`config.mk`:
```
export PLATFORM = sky130hd
export DESIGN_NAME = ec_multiexp_seq
export DESIGN_NICKNAME = d
export VERILOG_FILES = /design/src/rtl/ec_multiexp_seq.sv
export SDC_FILE = /design/constraint.sdc
export NUM_CORES = 1
export LEC_CHECK = 0
export CAP_MARGIN = 30
export CORE_UTILIZATION = 46
export CTS_BUF_LIST = sky130_fd_sc_hd__clkbuf_8 sky130_fd_sc_hd__clkbuf_16
export CTS_CLUSTER_DIAMETER = 100
export CTS_CLUSTER_SIZE = 8
export DETAILED_ROUTE_END_ITERATION = 7
export PLACE_DENSITY = 0.89
export SKIP_LAST_GASP = 1
export SLEW_MARGIN = 20
export SYNTH_ARGS = -nofsm -noshare
export SYNTH_HDL_FRONTEND = slang
export SYNTH_SLANG_ARGS = --single-unit
```
`constraint.sdc`:
```
create_clock -name i_clk -period 14.55 [get_ports i_clk]
set_input_delay 1.455 -clock i_clk [delete_from_list [all_inputs] [get_ports i_clk]]
set_output_delay 1.455 -clock i_clk [all_outputs]
set_load 0.05 [all_outputs]
```
`src/rtl/ec_multiexp_seq.sv`:
```
// ec_multiexp_seq: sequencer for a windowed multi-scalar multiplication.
// For each window (most significant first) it doubles the accumulator
// WINDOW_BITS times, then reads every scalar and issues one table ADD per
// non-zero digit. One EC command is outstanding at a time.
// Optional feature macro: MULTIEXP_SKIP_DBL_EN -- omit DBL commands while the
// accumulator is still the point at infinity (no ADD accepted since CLR).
module ec_multiexp_seq #(
  parameter int unsigned DAT_BITS    = 256,
  parameter int unsigned WINDOW_BITS = 4,
  parameter int unsigned NUM_PTS     = 4
) (
  input  logic                i_clk,
  input  logic                i_rst_n,
  input  logic                i_start,
  output logic                o_busy,
  output logic                o_done,
  output logic                o_sc_rd,
  output logic [9:0]          o_sc_addr,
  input  logic [DAT_BITS-1:0] i_sc_dat,
  output logic                o_cmd_val,
  input  logic                i_cmd_rdy,
  output logic [1:0]          o_cmd_op,
  output logic [15:0]         o_cmd_idx,
  input  logic                i_ec_done
);

  localparam int unsigned NUM_WIN = DAT_BITS / WINDOW_BITS;
  localparam int unsigned WIN_W   = (NUM_WIN > 1) ? $clog2(NUM_WIN) : 1;
  localparam int unsigned DBL_W   = (WINDOW_BITS > 1) ? $clog2(WINDOW_BITS) : 1;
  localparam int unsigned DIG_MAX = (1 << WINDOW_BITS) - 1;

  localparam logic [WIN_W-1:0] WIN_LAST = WIN_W'(NUM_WIN - 1);
  localparam logic [DBL_W-1:0] DBL_LAST = DBL_W'(WINDOW_BITS - 1);
  localparam logic [9:0]       PT_LAST  = 10'(NUM_PTS - 1);

  localparam logic [1:0] OP_NOP = 2'd0;
  localparam logic [1:0] OP_DBL = 2'd1;
  localparam logic [1:0] OP_ADD = 2'd2;
  localparam logic [1:0] OP_CLR = 2'd3;

  typedef enum logic [3:0] {
    S_IDLE,
    S_CLR_ISSUE,
    S_CLR_WAIT,
    S_DBL_ISSUE,
    S_DBL_WAIT,
    S_SC_RD,
    S_SC_CHK,
    S_ADD_ISSUE,
    S_ADD_WAIT,
    S_FIN
  } state_t;

  state_t                 r_state;
  logic [WIN_W-1:0]       r_win;
  logic [DBL_W-1:0]       r_dbl;

  logic [WINDOW_BITS-1:0] w_digit;
  logic [15:0]            w_add_idx;
  logic                   w_skip_dbl;
  state_t                 w_adv_state;
  logic [WIN_W-1:0]       w_win_nxt;
  logic [9:0]             w_addr_nxt;
  logic                   w_adv_rd;
  logic                   w_adv_dbl;
  logic                   w_adv_fin;

  // Digit of the current window taken from the scalar returned by the read
  assign w_digit   = WINDOW_BITS'(i_sc_dat >> (32'(r_win) * WINDOW_BITS));
  // Table layout: DIG_MAX entries per point, entry d-1 holds d*P_i
  assign w_add_idx = 16'(o_sc_addr) * 16'(DIG_MAX) + 16'(w_digit) - 16'd1;

`ifdef MULTIEXP_SKIP_DBL_EN
  logic r_added;

  // Accumulator leaves infinity at the first accepted ADD of the run
  always_ff @(posedge i_clk or negedge i_rst_n) begin
    if (!i_rst_n) begin
      r_added <= 1'b0;
    end else if (r_state == S_IDLE && i_start) begin
      r_added <= 1'b0;
    end else if (r_state == S_ADD_ISSUE && i_cmd_rdy) begin
      r_added <= 1'b1;
    end
  end

  assign w_skip_dbl = ~r_added;
`else
  assign w_skip_dbl = 1'b0;
`endif

  // Destination once the current scalar is finished: next scalar, next window or finish
  always_comb begin
    w_adv_state = S_FIN;
    w_win_nxt   = r_win;
    w_addr_nxt  = '0;
    if (o_sc_addr != PT_LAST) begin
      w_adv_state = S_SC_RD;
      w_addr_nxt  = o_sc_addr + 10'd1;
    end else if (r_win != '0) begin
      w_win_nxt   = r_win - WIN_W'(1);
      w_adv_state = w_skip_dbl ? S_SC_RD : S_DBL_ISSUE;
    end
  end

  assign w_adv_rd  = (w_adv_state == S_SC_RD);
  assign w_adv_dbl = (w_adv_state == S_DBL_ISSUE);
  assign w_adv_fin = (w_adv_state == S_FIN);

  // Sequencer FSM with registered command, read and status outputs
  always_ff @(posedge i_clk or negedge i_rst_n) begin
    if (!i_rst_n) begin
      r_state   <= S_IDLE;
      r_win     <= '0;
      r_dbl     <= '0;
      o_busy    <= 1'b0;
      o_done    <= 1'b0;
      o_sc_rd   <= 1'b0;
      o_sc_addr <= '0;
      o_cmd_val <= 1'b0;
      o_cmd_op  <= OP_NOP;
      o_cmd_idx <= '0;
    end else begin
      o_done  <= 1'b0;
      o_sc_rd <= 1'b0;
      case (r_state)
        S_IDLE: begin
          if (i_start) begin
            r_state   <= S_CLR_ISSUE;
            r_win     <= WIN_LAST;
            r_dbl     <= '0;
            o_sc_addr <= '0;
            o_busy    <= 1'b1;
            o_cmd_val <= 1'b1;
            o_cmd_op  <= OP_CLR;
            o_cmd_idx <= '0;
          end
        end
        S_CLR_ISSUE: begin
          if (i_cmd_rdy) begin
            r_state   <= S_CLR_WAIT;
            o_cmd_val <= 1'b0;
            o_cmd_op  <= OP_NOP;
          end
        end
        S_CLR_WAIT: begin
          if (i_ec_done) begin
            if (w_skip_dbl) begin
              r_state <= S_SC_RD;
              o_sc_rd <= 1'b1;
            end else begin
              r_state   <= S_DBL_ISSUE;
              o_cmd_val <= 1'b1;
              o_cmd_op  <= OP_DBL;
            end
          end
        end
        S_DBL_ISSUE: begin
          if (i_cmd_rdy) begin
            r_state   <= S_DBL_WAIT;
            o_cmd_val <= 1'b0;
            o_cmd_op  <= OP_NOP;
          end
        end
        S_DBL_WAIT: begin
          if (i_ec_done) begin
            if (r_dbl == DBL_LAST) begin
              r_dbl     <= '0;
              r_state   <= S_SC_RD;
              o_sc_rd   <= 1'b1;
              o_sc_addr <= '0;
            end else begin
              r_dbl     <= r_dbl + DBL_W'(1);
              r_state   <= S_DBL_ISSUE;
              o_cmd_val <= 1'b1;
              o_cmd_op  <= OP_DBL;
            end
          end
        end
        S_SC_RD: begin
          r_state <= S_SC_CHK;
        end
        S_SC_CHK: begin
          if (w_digit != '0) begin
            r_state   <= S_ADD_ISSUE;
            o_cmd_val <= 1'b1;
            o_cmd_op  <= OP_ADD;
            o_cmd_idx <= w_add_idx;
          end else begin
            r_state   <= w_adv_state;
            r_win     <= w_win_nxt;
            o_sc_addr <= w_addr_nxt;
            o_sc_rd   <= w_adv_rd;
            o_cmd_val <= w_adv_dbl;
            o_cmd_op  <= w_adv_dbl ? OP_DBL : OP_NOP;
            o_done    <= w_adv_fin;
          end
        end
        S_ADD_ISSUE: begin
          if (i_cmd_rdy) begin
            r_state   <= S_ADD_WAIT;
            o_cmd_val <= 1'b0;
            o_cmd_op  <= OP_NOP;
            o_cmd_idx <= '0;
          end
        end
        S_ADD_WAIT: begin
          if (i_ec_done) begin
            r_state   <= w_adv_state;
            r_win     <= w_win_nxt;
            o_sc_addr <= w_addr_nxt;
            o_sc_rd   <= w_adv_rd;
            o_cmd_val <= w_adv_dbl;
            o_cmd_op  <= w_adv_dbl ? OP_DBL : OP_NOP;
            o_done    <= w_adv_fin;
          end
        end
        S_FIN: begin
          r_state   <= S_IDLE;
          o_busy    <= 1'b0;
          o_sc_addr <= '0;
        end
        default: begin
          r_state <= S_IDLE;
        end
      endcase
    end
  end

endmodule
```
==> metrics.cfg, run 1 <==
[cts]
htreeDepth = 2
cts_tree = done
cts_sinks = 44
cts_root_buf = clkbuf_16
numCtsBuffers = 5
hold_buffers = 0
post-cts-setup-buffers = 0
clkTransAtPathRegs_ns = 0.06
cts_resized = 0
cts_buffer_depth = 2
insertion_delay_ns = 0.29

[worst_setup_path]
startpoint_type = input port
crit_path_max_fanout = 3
crit_buf_inv = 3
critPathLaunch = i_sc_dat[135]
crit_chain = clkdlybuf4s50_1 -> mux4_2 -> mux2i_1 -> mux4_2 -> o211ai_1 -> inv_1 -> fa_1 -> xnor2_1 -> xnor2_1 -> fa_1 -> inv_1 -> ha_1 -> a21oi_1 -> o21ai_0 -> o21a_1 -> o41a_1 -> a41oi_1 -> a31oi_1 -> xnor2_1 -> o2bb2ai_2
crit_top_cell = xnor2_1
reg2reg_depth = 21
worst_path_max_delay_cell = fa_1
r2r-start = r_win[0]
reg2reg_to = o_cmd_idx[15]
endpoint_kind = flip-flop
reg2reg_slack_ns = 8.42
critPathKind = in2reg
arrival_ns = 6.56
crit_required_ns = 14.72
slowest_delay_ns = 0.61
path_delay_family = compound AO/OA/AOI/OAI gates

[grt]
grt_pass1_vias = 6223
grt_overflow = 0
antenna_found_initial = 3
grt_max_degree = 63
grtUsageTotal = 0.316
grt_pass1_wl_um = 33700

[floorplanning]
initial_core_util = 0.478
die_h_um = 117
io_pins = 293
dieArea_um2 = 13800
core-area_um2 = 12800
num_rows = 41
die_w_um = 117

[pwr]
peakVddDrop_uv = 108
power_per_cell_area_nw_per_um2 = 176
leakage_uw = 0.00394

[finish]
final_util = 0.723
syn_to_final_growth_pct = 51.2
nets = 1213
final_common_cell = clkdlybuf4s50_1
n_fill_cell = 969
layout_common_cells = clkdlybuf4s50_1, inv_1, mux2i_1
multi_input_area_um2 = 4560
drive_gt1_frac = 0.0926
seqCellArea_um2 = 1110
fin_area_um2 = 9270

[timing]
worstMarginPinSlew_ns = 1.01
slew-limit-headroom = 0.324
fin_crit_sh = 0.440
setup_violations = 0
hold_violations = 0
finClkSkew_ns = 0.00744
tns_ns = 0
drv_slew = 0
fmax_mhz = 156
rsz0062_at_grt = false
post-route-min-period_ns = 6.40

[routing]
drtAntennaViolNets = 0
drc = 0
dr.first_iter.drc_count = 608
viasPerCell = 5.95
wl_um = 22300
drt_first_pass_iters = 5
via_count = 6315
wl_per_cell_um = 21.0

[synth]
yosys.area.top_type_share = 0.180
syn_nets = 946
synth_edf_count = 0
post-synth-top-area-cell = dfrtp_1
ys_warn_count = 0
synth_area_um2 = 6130
synthCells = 618
synth_seq_cells = 44
syn_area_per_cell_um2 = 9.92
synth-main-ff-cell = dfrtp_1
synth_cell_type_count = 69
async_flop_share = 1.00
yosysSeqAreaShare = 0.180
synth_area_leaders = dfrtp_1, mux4_2, ha_1, mux2i_1, fa_1

[worst_hold_path]
holdPathStages = 1
min_to = o_cmd_idx[1]
hold_path_class = reg2reg
worstHoldStart = o_cmd_idx[1]

[flow_run]
max_cap_violations = 0

[status]
outcome = finished, final reports clean

[place]
gp_congestion = 0.872
placed_cell_area_um2 = 9080
port_buffers = 292
hpwl_um = 18500

-- layer usage --
| layer | global-route usage | part of all wire |
|---|---|---|
| met1 | 0.402 | 0.40 |
| met2 | 0.546 | 0.49 |
| met3 | 0.0705 | 0.089 |
| met4 | 0.0649 | 0.022 |
| met5 | 0 | 0.00058 |
-- cell families after synthesis --
| logic type | share of synthesized area |
|---|---|
| compound gates | 0.190 |
| xor+xnor | 0.0143 |
| fa+ha+maj | 0.164 |
| buf+inv | 0.0778 |
| flops | 0.180 |
| mux | 0.260 |
| simple gates | 0.115 |
-- through the flow --
stage          hold WS (ns)  total power (uW)  setup slack (ns)  instances
2_1_floorplan         0.461              1190              8.88        618
3_3_place_gp          0.474              1450              8.08       1048
3_5_place_dp          0.480              1500              7.92       1049
4_1_cts               0.497              1620              8.17       1057
5_1_grt               0.511              1760              7.92       1060
6_report              0.496              1630              8.15       1061
-- worst max-delay path by stage --
stage,to,slack (ns),cells after the start
floorplan,o_cmd_idx[15],8.88,19
global placement,o_cmd_idx[15],8.08,20
detailed placement,o_cmd_idx[15],7.92,20
CTS,o_cmd_idx[15],8.17,20
global route,o_cmd_idx[15],7.92,20
finish,o_cmd_idx[15],8.15,20
-- worst reg2reg max path, cell delays in order, from the launching register on --
cell and delay, ns:
dfrtp_4 0.72, buf_4 0.40, buf_16 0.32, mux4_2 0.65, a22oi_1 0.17, a21o_1 0.15
o211ai_1 0.11, inv_1 0.10, fa_1 0.45, xnor2_1 0.21, xnor2_1 0.12, fa_1 0.61
inv_1 0.06, ha_1 0.29, a21oi_1 0.15, o21ai_0 0.13, o21a_1 0.20, o41a_1 0.38
a41oi_1 0.34, a31oi_1 0.15, xnor2_1 0.22, o2bb2ai_2 0.08
-- cells in the mapped netlist (all sizes together), types with 6 or more instances --
cell type	n
ha	45
mux4	47
nand2	42
a21o	6
a31oi	11
o22ai	22
dfrtp	44
and3	10
buf	23
a22oi	18
o21ai	11
fa	22
or3	7
xnor2	6
nor2	34
nor2b	10
mux2i	47
a21oi	26
nor3	11
o2bb2ai	16
nand3	8
clkbuf	14
inv	64
-- flip-flops by register name, summed over array words and instances, names as in the netlist --
register / count
o_busy: 1
o_cmd_idx: 16
o_cmd_op: 2
o_cmd_val: 1
o_done: 1
o_sc_addr: 10
o_sc_rd: 1
r_dbl: 2
r_state: 4
r_win: 6
-- cell type report --
class,count,share of cell area
multi-input combinational,471,0.491
inverter,66,0.0267
clock inverter,2,0.00108
tap,172,0.0232
clock buffer,6,0.0150
sequential,44,0.119
antenna,3,0.000810
timing repair buffer,297,0.322
-- power breakdown --
part / switching [uW] / total, uW / internal [uW]
Clock: 47.5 / 115 / 67.7
Combinational: 677 / 1270 / 593
Sequential: 86.3 / 247 / 160
Total: 810 / 1630 / 821
(Power assumes the default switching activity.)
==> inputs of run 2 (changes only) <==
Settings changed: CORE_UTILIZATION 46 to 38, PLACE_DENSITY 0.89 to 0.78.
Clock period 14.55 ns to 5.3 ns, I/O delays scaled along.
==> run 2 against run 1 <==
  * The flow now finishes with violations (negative setup slack)
  * Utilization fell by 9.4 points
  * Sequential share of layout area shrank 0.82 points
  * Via count grew 2.0%
  * Largest cell class unchanged
==> metrics.cfg, run 2 (synthesis gave the netlist of run 1 again) <==
[place]
gp_congestion = 0.958  ; was 0.872
port_buffers = 292  ; unchanged
hpwl_um = 20600  ; was 18,500 um
dpl.cell_count = 1139  ; was 1,049

[routing]
drc = 0  ; unchanged
wl_met1_um = 10100  ; was 8950 um
wl_met3_um = 2280  ; was 1990 um
via_count = 6439  ; was 6,315
dr.first_iter.drc_count = 609  ; was 608
wl_met2_um = 12000  ; was 10,800 um
highest_layer = met5  ; unchanged
wl_per_cell_um = 21.5  ; was 21.0 um
viasPerCell = 5.55  ; was 5.95
drt_first_pass_iters = 5  ; unchanged
drtAntennaViolNets = 0  ; unchanged
wl_um = 24900  ; was 22,300 um

[worst_setup_path]
reg2reg_slack_ns = -0.02  ; was 8.42 ns
endpoint_kind = flip-flop  ; unchanged
startpoint_type = flip-flop  ; was input port
arrival_ns = 5.49  ; was 6.56 ns
crit_required_ns = 5.47  ; was 14.72 ns
critPathKind = reg2reg  ; was in2reg
crit_path_max_fanout = 7  ; was 3

[finish]
multi_input_area_um2 = 4660  ; was 4560 um^2
final_common_cell = clkdlybuf4s50_1  ; unchanged
syn_to_final_growth_pct = 62.4  ; was 51.2%
drive_gt1_frac = 0.166  ; was 0.0926
layout_common_cells = clkdlybuf4s50_1, inv_1, buf_4  ; was clkdlybuf4s50_1, inv_1, mux2i_1
seqCellArea_um2 = 1110  ; unchanged
finalNonFillerCells = 1160  ; was 1,061
n_fill_cell = 1257  ; was 969
largest_reg_flops = 16  ; unchanged
nets = 1269  ; was 1,213
final_util = 0.629  ; was 0.723
reg_top3 = o_cmd_idx x16, o_sc_addr x10, r_win x6  ; unchanged
largest_register = o_cmd_idx  ; unchanged

[timing]
drv_slew = 0  ; unchanged
setup_violations = 1  ; was 0
worstMarginPinSlew_ns = 0.838  ; was 1.01 ns
fmax_mhz = 188
slew-limit-headroom = 0.441  ; was 0.324
finClkSkew_ns = 0.00366  ; was 0.00744 ns
fin_crit_sh = 1.00
setup_slack_ns = -0.0200  ; was 8.15 ns
hold_violations = 0  ; unchanged
rsz0062_at_grt = true  ; was false
post-route-min-period_ns = 5.32

[floorplanning]
dieArea_um2 = 16600  ; was 13,800 um^2
die_w_um = 129  ; was 117 um
die_h_um = 129  ; was 117 um
core-area_um2 = 15800  ; was 12,800 um^2
io_pins = 293  ; unchanged
num_rows = 46  ; was 41
initial_core_util = 0.387  ; was 0.478

[cts]
cts_tree = done  ; unchanged
htreeDepth = 2  ; unchanged
cts_root_buf = clkbuf_16  ; unchanged
numCtsBuffers = 5  ; unchanged
cts_sinks = 44  ; unchanged
hold_buffers = 0  ; unchanged
insertion_delay_ns = 0.29  ; about the same
clkTransAtPathRegs_ns = 0.06  ; about the same
cts_buffer_depth = 2  ; unchanged

[status]
outcome = finished, violations left  ; was finished, final reports clean
violations = negative setup slack

[worst_hold_path]
hold_path_class = in2async  ; was reg2reg

[pwr]
p_seq_frac = 0.108  ; was 0.151
p_int_uw = 2970  ; was 821 uW
peakVddDrop_uv = 505  ; was 108 uV
leakage_uw = 0.00425  ; was 0.00394 uW
power_per_cell_area_nw_per_um2 = 547  ; was 176 nW/um^2
power.share.combinational = 0.822  ; was 0.778
switchingPower_uw = 2470  ; was 810 uW
p_clk_frac = 0.070  ; was 0.071
p_sw_frac = 0.455  ; was 0.497

[grt]
grt_max_degree = 24  ; was 63
grtUsageTotal = 0.302  ; was 0.316
grt_overflow = 0  ; unchanged
grt_pass1_vias = 6610  ; was 6,223
antenna_found_initial = 3  ; unchanged
grt_pass1_wl_um = 37300  ; was 33,700 um

[flow_run]
max_cap_violations = 0  ; unchanged

## run 2: critical path: stages, from the launching register on
cell and delay, ns:
dfrtp_4 0.51, buf_12 0.16, buf_8 0.13, mux4_2 0.33, mux2i_1 0.07, mux4_2 0.47
o211ai_1 0.26, inv_1 0.11, fa_2 0.58, xnor2_2 0.09, xnor2_2 0.14, fa_1 0.57
inv_2 0.05, ha_4 0.22, a21oi_4 0.15, o21ai_2 0.07, o21a_1 0.18, o41a_1 0.43
a41oi_2 0.25, a31oi_1 0.12, xnor2_1 0.21, o2bb2ai_2 0.09
## run 2: repair_timing
item,4_1_cts,5_1_grt
cloned,0,1
endpoints found under the setup margin,3,7
gates resized for setup,5,25
pin swaps,2,22
setup buffers,0,10
## run 2: final cells by class
cell class	instances	share of cell area
diodes	2	0.000503
repair buffers	353	0.349
inverters	66	0.0249
flip-flops and latches	44	0.111
well taps	216	0.0272
clock buffers	7	0.0153
clock inverters	1	0.00302
multi-input cells	471	0.469
## run 2: per-layer routing
| metal | global-route usage | vias up |
|---|---|---|
| met2 | 0.512 | 347 |
| met1 | 0.391 | 3077 |
| li1 | - | 2970 |
| met4 | 0.0706 | 2 |
| met5 | 0 | - |
| met3 | 0.0699 | 43 |
## run 2: power by group through the flow
stage | registers, uW | clock network, uW | logic [uW]
after global placement | 590 | 0 | 3840
after floorplan | 705 | 0 | 2550
after CTS | 586 | 385 | 3990
after global routing | 603 | 401 | 4870
after detailed placement | 590 | 0 | 3920
final | 586 | 381 | 4480
## run 2: metrics by stage
stage | total power (uW) | setup slack [ns] | cell area [um^2] | hold slack, ns | setup TNS, ns
2_1_floorplan | 3260 | 0.174 | 6130 | 0.234 | 0
3_3_place_gp | 4430 | -0.184 | 9520 | 0.477 | -0.509
3_5_place_dp | 4510 | -0.238 | 9540 | 0.484 | -0.816
4_1_cts | 4960 | -0.00374 | 9740 | 0.242 | -0.00374
5_1_grt | 5870 | -0.207 | 9950 | 0.263 | -0.810
6_report | 5440 | -0.0200 | 9950 | 0.219 | -0.0200
## run 2: path summary, 6_finish.rpt
path	startpoint	end	depth (start not counted)
max reg2reg	r_win[0]	o_cmd_idx[15]	21
max	r_win[0]	o_cmd_idx[15]	21
max in group asynchronous	i_rst_n	r_win[0]	2
min	i_rst_n	o_sc_addr[7]	1
min in group i_clk	r_dbl[0]	r_dbl[0]	1
min reg2reg	r_dbl[0]	r_dbl[0]	1
==> inputs of run 3 (changes only) <==
Settings changed: ABC_CLOCK_PERIOD_IN_PS from default to 5300, CTS_CLUSTER_SIZE 8 to 24.
==> results of run 3 <==
Same layout as run 2: the final DEF is identical, and so are final timing and power.
